==> src/rtl/hazard_ctrl.sv <==
// Pipeline sequencing controller for the 5-stage RV32I core: load-use bubbles,
// redirect squashes and data-memory freezes, plus saturating perf counters.
module hazard_ctrl #(
  parameter int unsigned CNT_WIDTH   = 16,
  parameter int unsigned MEM_TIMEOUT = 64
) (
  input  logic                 clk,
  input  logic                 rstN,
  input  logic [4:0]           id_rs1,
  input  logic [4:0]           id_rs2,
  input  logic                 id_use_rs1,
  input  logic                 id_use_rs2,
  input  logic [4:0]           ex_rd,
  input  logic                 ex_memRead,
  input  logic                 ex_redirect,
  input  logic                 mem_req,
  input  logic                 mem_ready,
  output logic                 pc_en,
  output logic                 ifid_en,
  output logic                 idex_en,
  output logic                 exmem_en,
  output logic                 ifid_flush,
  output logic                 idex_flush,
  output logic                 memwb_flush,
  output logic                 mem_timeout_err,
  output logic [CNT_WIDTH-1:0] stall_cycles,
  output logic [CNT_WIDTH-1:0] flush_count
);

  localparam int unsigned        WAIT_W    = (MEM_TIMEOUT > 1) ? $clog2(MEM_TIMEOUT) : 1;
  localparam logic [WAIT_W-1:0]  WAIT_LAST = WAIT_W'(MEM_TIMEOUT - 1);

  typedef enum logic [1:0] {
    S_INIT,
    S_RUN,
    S_MEM_WAIT
  } state_t;

  state_t               r_state;
  state_t               w_next;
  logic [WAIT_W-1:0]    r_wait_cnt;
  logic                 r_err;
  logic [CNT_WIDTH-1:0] r_stall;
  logic [CNT_WIDTH-1:0] r_flush;
  logic                 w_load_use;
  logic                 w_freeze;
  logic                 w_redirect_acc;

  assign w_load_use = ex_memRead && (ex_rd != '0) &&
                      ((id_use_rs1 && (ex_rd == id_rs1)) ||
                       (id_use_rs2 && (ex_rd == id_rs2)));

  always_comb begin
    w_next         = r_state;
    w_freeze       = 1'b0;
    w_redirect_acc = 1'b0;
    pc_en          = 1'b1;
    ifid_en        = 1'b1;
    idex_en        = 1'b1;
    exmem_en       = 1'b1;
    ifid_flush     = 1'b0;
    idex_flush     = 1'b0;
    memwb_flush    = 1'b0;

    case (r_state)
      S_INIT: begin
        ifid_flush  = 1'b1;
        idex_flush  = 1'b1;
        memwb_flush = 1'b1;
        w_next      = S_RUN;
      end
      S_RUN, S_MEM_WAIT: begin
        // Held redirect/load-use inputs are simply re-evaluated once memory releases.
        w_freeze = (r_state == S_RUN) ? (mem_req && !mem_ready) : !mem_ready;
        if (w_freeze) begin
          pc_en       = 1'b0;
          ifid_en     = 1'b0;
          idex_en     = 1'b0;
          exmem_en    = 1'b0;
          memwb_flush = 1'b1;
          w_next      = S_MEM_WAIT;
        end else begin
          w_next = S_RUN;
          if (ex_redirect) begin
            ifid_flush     = 1'b1;
            idex_flush     = 1'b1;
            w_redirect_acc = 1'b1;
          end else if (w_load_use) begin
            pc_en      = 1'b0;
            ifid_en    = 1'b0;
            idex_flush = 1'b1;
          end
        end
      end
      default: w_next = S_INIT;
    endcase

    if (!rstN) begin
      pc_en       = 1'b0;
      ifid_en     = 1'b0;
      idex_en     = 1'b0;
      exmem_en    = 1'b0;
      ifid_flush  = 1'b1;
      idex_flush  = 1'b1;
      memwb_flush = 1'b1;
    end
  end

  always_ff @(posedge clk or negedge rstN) begin
    if (!rstN) begin
      r_state    <= S_INIT;
      r_wait_cnt <= '0;
      r_err      <= 1'b0;
      r_stall    <= '0;
      r_flush    <= '0;
    end else begin
      r_state <= w_next;
      if ((r_state != S_INIT) && !pc_en && (r_stall != '1))
        r_stall <= r_stall + CNT_WIDTH'(1);
      if (w_redirect_acc && (r_flush != '1))
        r_flush <= r_flush + CNT_WIDTH'(1);
      if (r_state == S_MEM_WAIT) begin
        if (mem_ready) begin
          r_wait_cnt <= '0;
        end else if (r_wait_cnt == WAIT_LAST) begin
          r_err <= 1'b1;
        end else begin
          r_wait_cnt <= r_wait_cnt + WAIT_W'(1);
        end
      end
    end
  end

  assign mem_timeout_err = r_err;
  assign stall_cycles    = r_stall;
  assign flush_count     = r_flush;

endmodule

==> config.mk <==
export PLATFORM = sky130hd
export DESIGN_NAME = hazard_ctrl
export DESIGN_NICKNAME = d
export VERILOG_FILES = /design/src/rtl/hazard_ctrl.sv
export SDC_FILE = /design/constraint.sdc
export NUM_CORES = 1
export LEC_CHECK = 0
export CAP_MARGIN = 20
export CORE_ASPECT_RATIO = 0.5
export CORE_MARGIN = 5
export CORE_UTILIZATION = 48
export CTS_CLUSTER_SIZE = 40
export DETAILED_ROUTE_END_ITERATION = 10
export MAX_ROUTING_LAYER = met4
export PLACE_DENSITY = 0.88
export SETUP_SLACK_MARGIN = 0.2
export SYNTH_ARGS = -nofsm -noshare
export SYNTH_HDL_FRONTEND = slang
export SYNTH_SLANG_ARGS = --single-unit
==> constraint.sdc <==
create_clock -name clk -period 2.15 [get_ports clk]
set_clock_uncertainty 0.05 [all_clocks]
set_input_delay 0.43 -clock clk [delete_from_list [all_inputs] [get_ports clk]]
set_output_delay 0.43 -clock clk [all_outputs]
set_load 0.1 [all_outputs]
== After elaboration in Yosys (flattened, before gate mapping) ==
Index checks and enable logic that the tools add are counted.

* Bits in registers: 41
* Bits in latches: 0
* Memory bits (writable): 0
* Bits in read-only memories: 0
* Bits of input ports: 23
* Output and inout bits: 40
* Memories: 0

* $add $sub $neg: 3
* Multipliers: 0
* Div/mod/pow operators: 0
* $lt $le $gt $ge: 0
* Equality and inequality tests: 8
* Shift operators: 0
* Multiplexer cells: 26
* Bitwise logic cells: 1
* Reductions and logical operators: 17

{| class="wikitable"
|+ Operators with widths
! operator !! number
|-
| 16-bit by 1-bit adder with 16-bit output (second input constant) || 2
|-
| 16-bit != test (second input constant) || 2
|-
| 1-bit two-way mux || 19
|-
| 6-bit two-way mux || 2
|-
| 5-bit == test || 2
|-
| 1-bit logical AND || 8
|-
| 6-bit by 1-bit adder with 6-bit output (second input constant) || 1
|-
| 6-bit == test (second input constant) || 1
|-
| 1-bit one-hot mux with 2 select lines || 3
|-
| 5-bit nonzero test || 1
|-
| 2-bit one-hot mux with 2 select lines || 1
|-
| 3-bit AND reduction || 1
|-
| 2-bit by 1-bit == test with 1-bit output (second input constant) || 1
|-
| 2-bit == test (second input constant) || 1
|-
| 1-bit logical NOT || 2
|-
| 2-bit logical NOT || 1
|-
| 2-bit two-way mux || 1
|-
| 2-bit != test (second input constant) || 1
|-
| 2-bit AND reduction || 1
|-
| 2-bit nonzero test || 1
|-
| 2-bit OR reduction || 1
|-
| 1-bit logical OR || 1
|-
| 1-bit inverter || 1
|}

== Depth between registers and ports, before layout ==
Gate-level depths: netlist of run 1.

* Depth in word-level cells: 12
* Gate-level depth with buffers: 9

== Least setup slack after synthesis of run 1 ==
OpenSTA, ideal clock, no wires.

* Kind: reg2out
* Start: register r_state[1]
* End: output pc_en
* Arrival time: 3786 ps
* Required time: 1670 ps
* Slack: -2116 ps
* Stages on the path, launching flop included: 7
* Path buffers: 1
* Path through: dfrtp_1 -> inv_1 -> ha_1 -> nor2b_1 -> o31a_1 -> a21boi_1 -> buf_4

* Longest elaborated chain between the ends: 5
* Elaborated cells between the ends (all ways): 7
* Those cells by class: 2 x eq/ne; 4 x mux; 1 x reduce/logical

{| class="wikitable"
|+ RTL lines
! what !! line !! source
|-
| start, declared || 39 || <nowiki>state_t r_state;</nowiki>
|-
| start signal, assigned || 117 || <nowiki>r_state <= w_next;</nowiki>
|-
| 2-bit by 1-bit == test with 1-bit output || -- ||
|-
| 1-bit two-way mux || 74 || <nowiki>w_freeze = (r_state == S_RUN) ? (mem_req && !mem_ready) : !mem_ready;</nowiki>
|-
| 1-bit two-way mux || -- ||
|-
| 1-bit two-way mux * (2 in series) || -- ||
|-
| end, declared || 18 || <nowiki>output logic pc_en,</nowiki>
|}

Every way passes the cells marked *; elsewhere a longest branch is shown, timed or not.

== Worst setup path in the final report of run 1 ==
* Start: register r_state[1]
* End: register r_flush[3] (netlist: flush_count[3])

* Longest elaborated chain between the ends: 5
* Elaborated cells between the ends (all ways): 7
* Those cells by class: 2 x eq/ne; 3 x mux; 2 x reduce/logical

{| class="wikitable"
|+ RTL lines
! what !! line !! source
|-
| 2-bit by 1-bit == test with 1-bit output || 65, 74 ||
|-
| 1-bit two-way mux || 74 ||
|-
| 1-bit two-way mux || 75 || <nowiki>if (w_freeze) begin</nowiki>
|-
| 1-bit two-way mux * || 65 || <nowiki>case (r_state)</nowiki>
|-
| 1-bit logical AND * || 120 || <nowiki>if (w_redirect_acc && (r_flush != '1))</nowiki>
|-
| end signal, assigned || 121 || <nowiki>r_flush <= r_flush + CNT_WIDTH'(1);</nowiki>
|-
| end, declared || 44 || <nowiki>logic [CNT_WIDTH-1:0] r_flush;</nowiki>
|}

Marks and branches as above.
A chain may end at the register's enable or synchronous reset.

==> results of run 1 <==
==> power by group through the flow <==
stage	clock network [mW]	logic (mW)	registers (mW)
6_report	0.626	3.73	1.24
2_1_floorplan	0	1.25	1.87
3_5_place_dp	0	2.74	1.22
3_3_place_gp	0	2.69	1.20
4_1_cts	0.618	3.29	1.20
5_1_grt	0.657	3.82	1.26
==> flip-flops by register name, indices dropped and copies added (netlist names) <==
| signal | cells |
|---|---|
| r_wait_cnt | 6 |
| mem_timeout_err | 1 |
| r_state | 2 |
| flush_count | 16 |
| stall_cycles | 16 |
==> per-stage QoR <==
step / cells / TNS (ns)
after floorplan: 221 / -1.63
after global placement: 354 / -7.45
after detailed placement: 354 / -8.83
after CTS: 385 / -0.742
after global routing: 393 / -6.82
final: 393 / -5.32
==> logic make-up after synthesis <==
kind of cell	count (synthesis)	share of synthesized area, %
compound gates	29	9.47
xor+xnor	39	15.4
fa+ha+maj	7	3.94
buf+inv	12	2.70
flops	41	46.2
mux	4	1.97
simple gates	89	20.3
==> path summary, 6_finish.rpt <==
check / end / cells after the start / start
min in group clk: stall_cycles[11]$_DFFE_PN0P_ / 1 / stall_cycles[11]$_DFFE_PN0P_
worst max register to register: flush_count[3]$_DFFE_PN0P_ / 14 / r_state[1]$_DFF_PN0_
max in group asynchronous: flush_count[7]$_DFFE_PN0P_ / 2 / rstN
worst min-delay path: r_wait_cnt[5]$_DFFE_PN0P_ / 2 / rstN
worst max-delay path: flush_count[3]$_DFFE_PN0P_ / 14 / r_state[1]$_DFF_PN0_
worst min register to register: stall_cycles[11]$_DFFE_PN0P_ / 1 / stall_cycles[11]$_DFFE_PN0P_
==> final cells by class <==
cell class	instances	area (um2)
Clock buffer	5	68.8
Multi-Input combinational cell	168	1600
Inverter	8	30.0
Fill cell	173	447
Tap cell	57	71.3
Clock inverter	2	35.0
Timing Repair Buffer	112	1070
Sequential cell	41	1100
==> worst max-delay path: stages, from the launching register on <==
cell and delay, ns:
dfrtp_1 0.41, inv_2 0.12, ha_4 0.15, nor2b_4 0.19, o21ai_2 0.09, nor2_2 0.12
buf_4 0.13, buf_6 0.08, buf_6 0.08, buf_6 0.08, buf_6 0.08, buf_6 0.09
o31a_1 0.26, nand4_1 0.18, xnor2_1 0.20
==> placed cells by master, fill, tap and decap left out, types with 5 or more instances in the layout <==
cell type / Yosys / routed
buf_4: 2 / 65
xor2_1: 26 / 25
dfrtp_2: 0 / 19
nand2_1: 19 / 18
buf_6: 1 / 14
dfrtp_4: 0 / 13
nor2_1: 21 / 10
nand4_1: 10 / 10
buf_12: 0 / 10
dfrtp_1: 41 / 9
xnor2_1: 13 / 8
dlygate4sd2_1: 0 / 8
nor2_4: 0 / 7
nand3_1: 10 / 7
clkdlybuf4s50_1: 0 / 6
nor3_4: 0 / 5
xnor2_2: 0 / 5
clkbuf_8: 0 / 5
==> synthesized netlist by cell type (2+ instances only) <==
cell type  count  share of area, %
dfrtp_1       41                46
and2_1         2              0.56
a21o_1         3               1.0
inv_1          8               1.4
o31a_1         2              0.79
nor2_1        21               3.5
nor4_1         3              0.85
o21ai_1        9               2.0
nand2_1       19               3.2
mux2_1         2               1.0
nor2b_1        2              0.56
nand2b_1       2              0.56
nand3_1       10               2.3
buf_4          2              0.68
and3_1         4               1.1
xnor2_1       13               5.1
ha_1           7               3.9
nand4_1       10               2.8
xor2_1        26                10
a21oi_1        3              0.68
nor3_1         9               2.0
==> repair_timing <==
action                                  in CTS  in global routing
endpoints found under the setup margin      23                 45
setup buffers                               23                  8
gates cloned                                 1                  0
pin swaps                                   31                 13
resized for setup                           77                 25
==> layer usage <==
layer  GRT usage (%)  routed length (um)  up-vias  share of wire [%]
met5               -                   0        -                  0
met2            50.4                4520      169                 48
met3            4.34                 657       57                7.0
li1                -                   -     1002                  -
met1            34.2                3700     1173                 40
met4            13.3                 468        0                5.0
==> results by group, run 1 <==
Route
  – Antenna-violating nets left: 0
  – WL final: 9350 um
  – Initial DRC count: 223
  – Vias: 2401
  – Avg WL per Cell: 23.8 um
  – Routed vias/inst: slightly above 6
  – DRC errors left: 0
  – Detailed Routing Iterations Pass 1: 5

Power and ir drop
  – Pwr Total: 5.59 mW
  – IR Drop Worst-Case VDD: 1.31 mV
  – Leak: 1.81 nW
  – Internal Power: 2.79 mW
  – Reg power frac: 22.1%
  – Sw frac: about half
  – Psw: around 2.8 mW
  – Clock power frac: 11.2%
  – Combinational share of power: 66.7%
  – P per Cell Area: approximately 1400 nW/um2

Clocking
  – Clk slew on worst S/H paths: approximately 0.080 ns
  – Clock Latency Late Sink: about 0.3 ns
  – Clk sinks: 41
  – Root Buffer: clkbuf_8
  – Clock tree from TritonCTS: built
  – CTS max path bufs: 2
  – H-tree Lvls: 2
  – Hold-fix buffers, CTS: 0
  – Num CTS Buffers: 5

Setup path
  – Worst Setup End Kind: flip-flop
  – CP startpoint kind: flip-flop
  – Reg-to-reg slack, setup: -0.26 ns
  – Worst endpoint data arrival time: 2.57 ns
  – Crit-path max FO: 4
  – Worst path required time: about 2.3 ns
  – Setup Crit Path Kind: flip-flop to flip-flop

Global routing
  – Pin count of the biggest net entering global routing: 28
  – Grt ovf: 0
  – Vias in the first global route: 2428
  – Initial antenna violation count: 0
  – Tot GR Track Use: 29.1%
  – Global-route wire length before repair: 13200 um

STA
  – FMAX: 0.415 GHz
  – Max-slew headroom: roughly three fifths
  – Final period util: 112%
  – Max-slew violation count: 0
  – Least-Margin Pin Slew: roughly 0.57 ns
  – Worst setup margin: -0.258 ns
  – Final Hold Vio Count: 0
  – RSZ-0062 raised after global routing: yes
  – Setup violators final: 34
  – Hold slack: 0.164 ns
  – Fin crit period: 2.41 ns

Placement
  – DP Area: 3300 um2
  – Place WS: -0.572 ns
  – HPWL Detailed: 4450 um
  – PortBufs: 62
  – GP Congestion: 0.802

Min path
  – Hold Crit Class: primary input to asynchronous set/reset pin

Outcome
  – Failing checks: negative setup slack
  – Outcome: finished with violations

Finish
  – N_diodes: 0
  – Post-route cell area: 3980 um2
  – Share of layout cells above drive strength 1: 59.2%
  – Fin util: between 80% and 90%
  – Final-stage net count: 366
  – Area growth syn-to-layout: 79.1%

Die
  – # rows: 17
  – Starting Density: between 50% and 60%
  – Die Y-Extent: around 58 um
  – Die ar.: 6170 um2
  – Ports: 63
  – Core ar.: between 4000 and 5000 um2
  – Die X: approximately 110 um

Yosys
  – EDFF count, synth: 0
  – Distinct cells, synth: 44
  – Syn Area/Cell: 10.0 um2
  – Synth async-reset ratio: 100%
  – Synthesized netlist net count: 251
  – Warnings, synthesis: 0
  – Main synth FF type: dfrtp_1
  – Number of synthesized register bits: 41
  – Syn Std Cell Area: 2220 um2
  – Register area share after synthesis: 46.2%
  – Cell count after synthesis: 221

Run
  – Max-cap viol count: 0
Note: power is estimated with default switching activity, not from simulation.
==> inputs of run 2 (changes only) <==
--- a/config.mk
+++ b/config.mk
@@ -11,9 +11,10 @@
 export CORE_UTILIZATION = 48
 export CTS_CLUSTER_SIZE = 40
 export DETAILED_ROUTE_END_ITERATION = 10
+export GPL_ROUTABILITY_DRIVEN = 0
 export MAX_ROUTING_LAYER = met4
 export PLACE_DENSITY = 0.88
-export SETUP_SLACK_MARGIN = 0.2
+export RECOVER_POWER = 50
 export SYNTH_ARGS = -nofsm -noshare
 export SYNTH_HDL_FRONTEND = slang
 export SYNTH_SLANG_ARGS = --single-unit
==> results by group, run 2 (synthesis gave the netlist of run 1 again) <==
STA
  – Fin crit period: 2.39 ns (was 2.41 ns)
  – Final setup TNS: -1.63 ns (was -5.32 ns)
  – Final Hold Vio Count: 0 (unchanged)
  – Max-slew headroom: 34.0% (was 61.8%)
  – Setup violators final: 21 (was 34)
  – RSZ-0062 raised after global routing: yes (unchanged)
  – Max-slew violation count: 0 (unchanged)
  – Final period util: 111% (was 112%)
  – Least-Margin Pin Slew: 0.990 ns (was 0.572 ns)
  – FMAX: 0.418 GHz (was 0.415 GHz)
  – Hold slack: 0.427 ns (was 0.164 ns)
  – Worst setup margin: -0.242 ns (was -0.258 ns)

Setup path
  – Reg-to-reg slack, setup: -0.06 ns (was -0.26 ns)
  – Reg-to-reg critical path startpoint: r_state[1]$_DFF_PN0_ (unchanged)
  – CP startpoint kind: flip-flop (unchanged)
  – Worst path required time: 1.67 ns (was 2.31 ns)
  – Worst endpoint data arrival time: 1.91 ns (was 2.57 ns)
  – Crit-path max FO: 3 (was 4)
  – Reg2Reg Capture Point: flush_count[1]$_DFFE_PN0P_ (was flush_count[3]$_DFFE_PN0P_)
  – Setup Crit Path Kind: flip-flop to output port (was flip-flop to flip-flop)
  – Worst Setup End Kind: output port (was flip-flop)
  – R2R depth: 12 (was 14)

Finish
  – Multi-input gate area: 1550 um2 (was 1600 um2)
  – Commonest non-fill, non-tap cell in the layout: buf_4 (unchanged)
  – FILL cells: 205 (was 173)
  – Area growth syn-to-layout: 69.1% (was 79.1%)
  – N_diodes: 0 (unchanged)
  – Share of layout cells above drive strength 1: 53.2% (was 59.2%)
  – Reg area: 1070 um2 (was 1100 um2)
  – Fin cells: 388 (was 393)
  – Fin util: 84.9% (was 89.9%)
  – Commonest cells after routing, fill and taps aside: buf_4, xor2_1, dfrtp_2 (unchanged)
  – Final-stage net count: 360 (was 366)

Die
  – Core ar.: 4420 um2 (unchanged)
  – Starting Density: 50.2% (unchanged)
  – Die Y-Extent: 58.1 um (unchanged)
  – Die ar.: 6170 um2 (unchanged)
  – # rows: 17 (unchanged)
  – Die X: 106 um (unchanged)
  – Ports: 63 (unchanged)

Outcome
  – Failing checks: negative setup slack (unchanged)
  – Outcome: finished with violations (unchanged)

Global routing
  – Initial antenna violation count: 0 (unchanged)
  – Met2 GRT Util: 41.9% (was 50.4%)
  – Vias in the first global route: 2127 (was 2428)
  – Pin count of the biggest net entering global routing: 40 (was 28)
  – Grt peak-use layer: met2 (unchanged)
  – Grt ovf: 0 (unchanged)
  – Met3 Use GR: 4.67% (was 4.34%)
  – Tot GR Track Use: 23.7% (was 29.1%)
  – Global-route wire length before repair: 11000 um (was 13200 um)
  – Met1 Use GR: 26.2% (was 34.2%)

Route
  – Detailed Routing Iterations Pass 1: 4 (was 5)
  – Vias: 2268 (was 2401)
  – Antenna-violating nets left: 0 (unchanged)
  – DRC errors left: 0 (unchanged)
  – Initial DRC count: 120 (was 223)
  – WL final: 8140 um (was 9350 um)
  – Routed vias/inst: 5.85 (was 6.11)
  – Avg WL per Cell: 21.0 um (was 23.8 um)

Run
  – Max-cap viol count: 0 (unchanged)

Clocking
  – Clock Latency Late Sink: 0.30 ns (about the same)
  – Num CTS Buffers: 5 (unchanged)
  – Clk slew on worst S/H paths: 0.08 ns (about the same)
  – CTS max path bufs: 2 (unchanged)
  – Clock tree from TritonCTS: built (unchanged)
  – Root Buffer: clkbuf_8 (unchanged)
  – H-tree Lvls: 2 (unchanged)
  – Clk sinks: 41 (unchanged)

Power and ir drop
  – P per Cell Area: 1330 nW/um2 (was 1410 nW/um2)
  – IR Drop Worst-Case VDD: 1.25 mV (was 1.31 mV)
  – Leak: 1.71 nW (was 1.81 nW)

Placement
  – Place WS: -0.528 ns (was -0.572 ns)
  – PortBufs: 62 (unchanged)
  – HPWL Detailed: 4450 um (about the same)
  – Placed cells: 353 (was 354)

Min path
  – Min-delay src: mem_timeout_err$_DFFE_PN0P_
  – Hold path endpoint: mem_timeout_err$_DFFE_PN0P_
  – Hold Crit Class: flip-flop to flip-flop (was primary input to asynchronous set/reset pin)
  – Hold depth: 2
run 2: cell count changes in the layout (fill, tap and decap cells not counted), sizes merged:
cell / change
clkinv: -1
bufinv: -1
buf: -10
clkbuf: +6
dlygate4sd3: +1
dlygate4sd2: -1
a2bb2oi: +1
run 2: critical path, cell delays in order, from the launching register on:
cell and delay, ns:
dfrtp_1 0.41, inv_2 0.09, ha_4 0.16, nor2b_4 0.14, o21ai_4 0.16, nor2_4 0.05
nor2_2 0.16, o21ai_4 0.08, a21o_4 0.21, buf_12 0.16
run 2: area by class of cell:
cell class / count / share of cell area [%]
Tap cell: 57 / 1.90
Timing Repair Buffer: 105 / 25.3
Multi-Input combinational cell: 169 / 41.2
Sequential cell: 41 / 28.6
Inverter: 8 / 0.866
Clock buffer: 8 / 2.13
run 2: metrics by stage:
stage	power, mW	area (um2)
2_1_floorplan	3.05	2400
4_1_cts	4.50	3430
3_5_place_dp	3.82	3170
3_3_place_gp	3.75	3170
5_1_grt	5.19	3750
6_report	5.01	3750
run 2: how the worst max path moves through the flow:
stage / startpoint / end / slack [ns] / cells past startpoint
CTS: r_state[0]$_DFF_PN0_ / idex_flush / -0.18 / 8
floorplan: r_state[1]$_DFF_PN0_ / pc_en / -0.41 / 6
global placement: ex_rd[3] / idex_flush / -0.47 / 7
detailed placement: ex_rd[3] / idex_flush / -0.53 / 7
global route: id_rs1[4] / idex_flush / -0.32 / 7
finish: r_state[1]$_DFF_PN0_ / idex_flush / -0.24 / 9
run 2: where the power goes:
group | leakage, nW | internal (mW) | switching [mW] | total (mW)
logic | 1.19 | 1.24 | 2.04 | 3.28
clock network | 0.0395 | 0.231 | 0.281 | 0.512
registers | 0.485 | 0.964 | 0.248 | 1.21
run 2: metal layers:
metal | vias to the layer above | share of wire [%]
li1 | 997 | -
met5 | - | 0
met2 | 93 | 52
met1 | 1140 | 39
met3 | 38 | 4.8
met4 | 0 | 3.9
run 2: what timing repair did:
item / CTS / global route
cloned: 1 / 0
pin swaps: 24 / 25
gates resized for setup: 53 / 45
hold endpoints to repair: 2 / 0
hold buffers: 1 / 0
endpoints found under the setup margin: 19 / 33
buffers inserted: 12 / 20
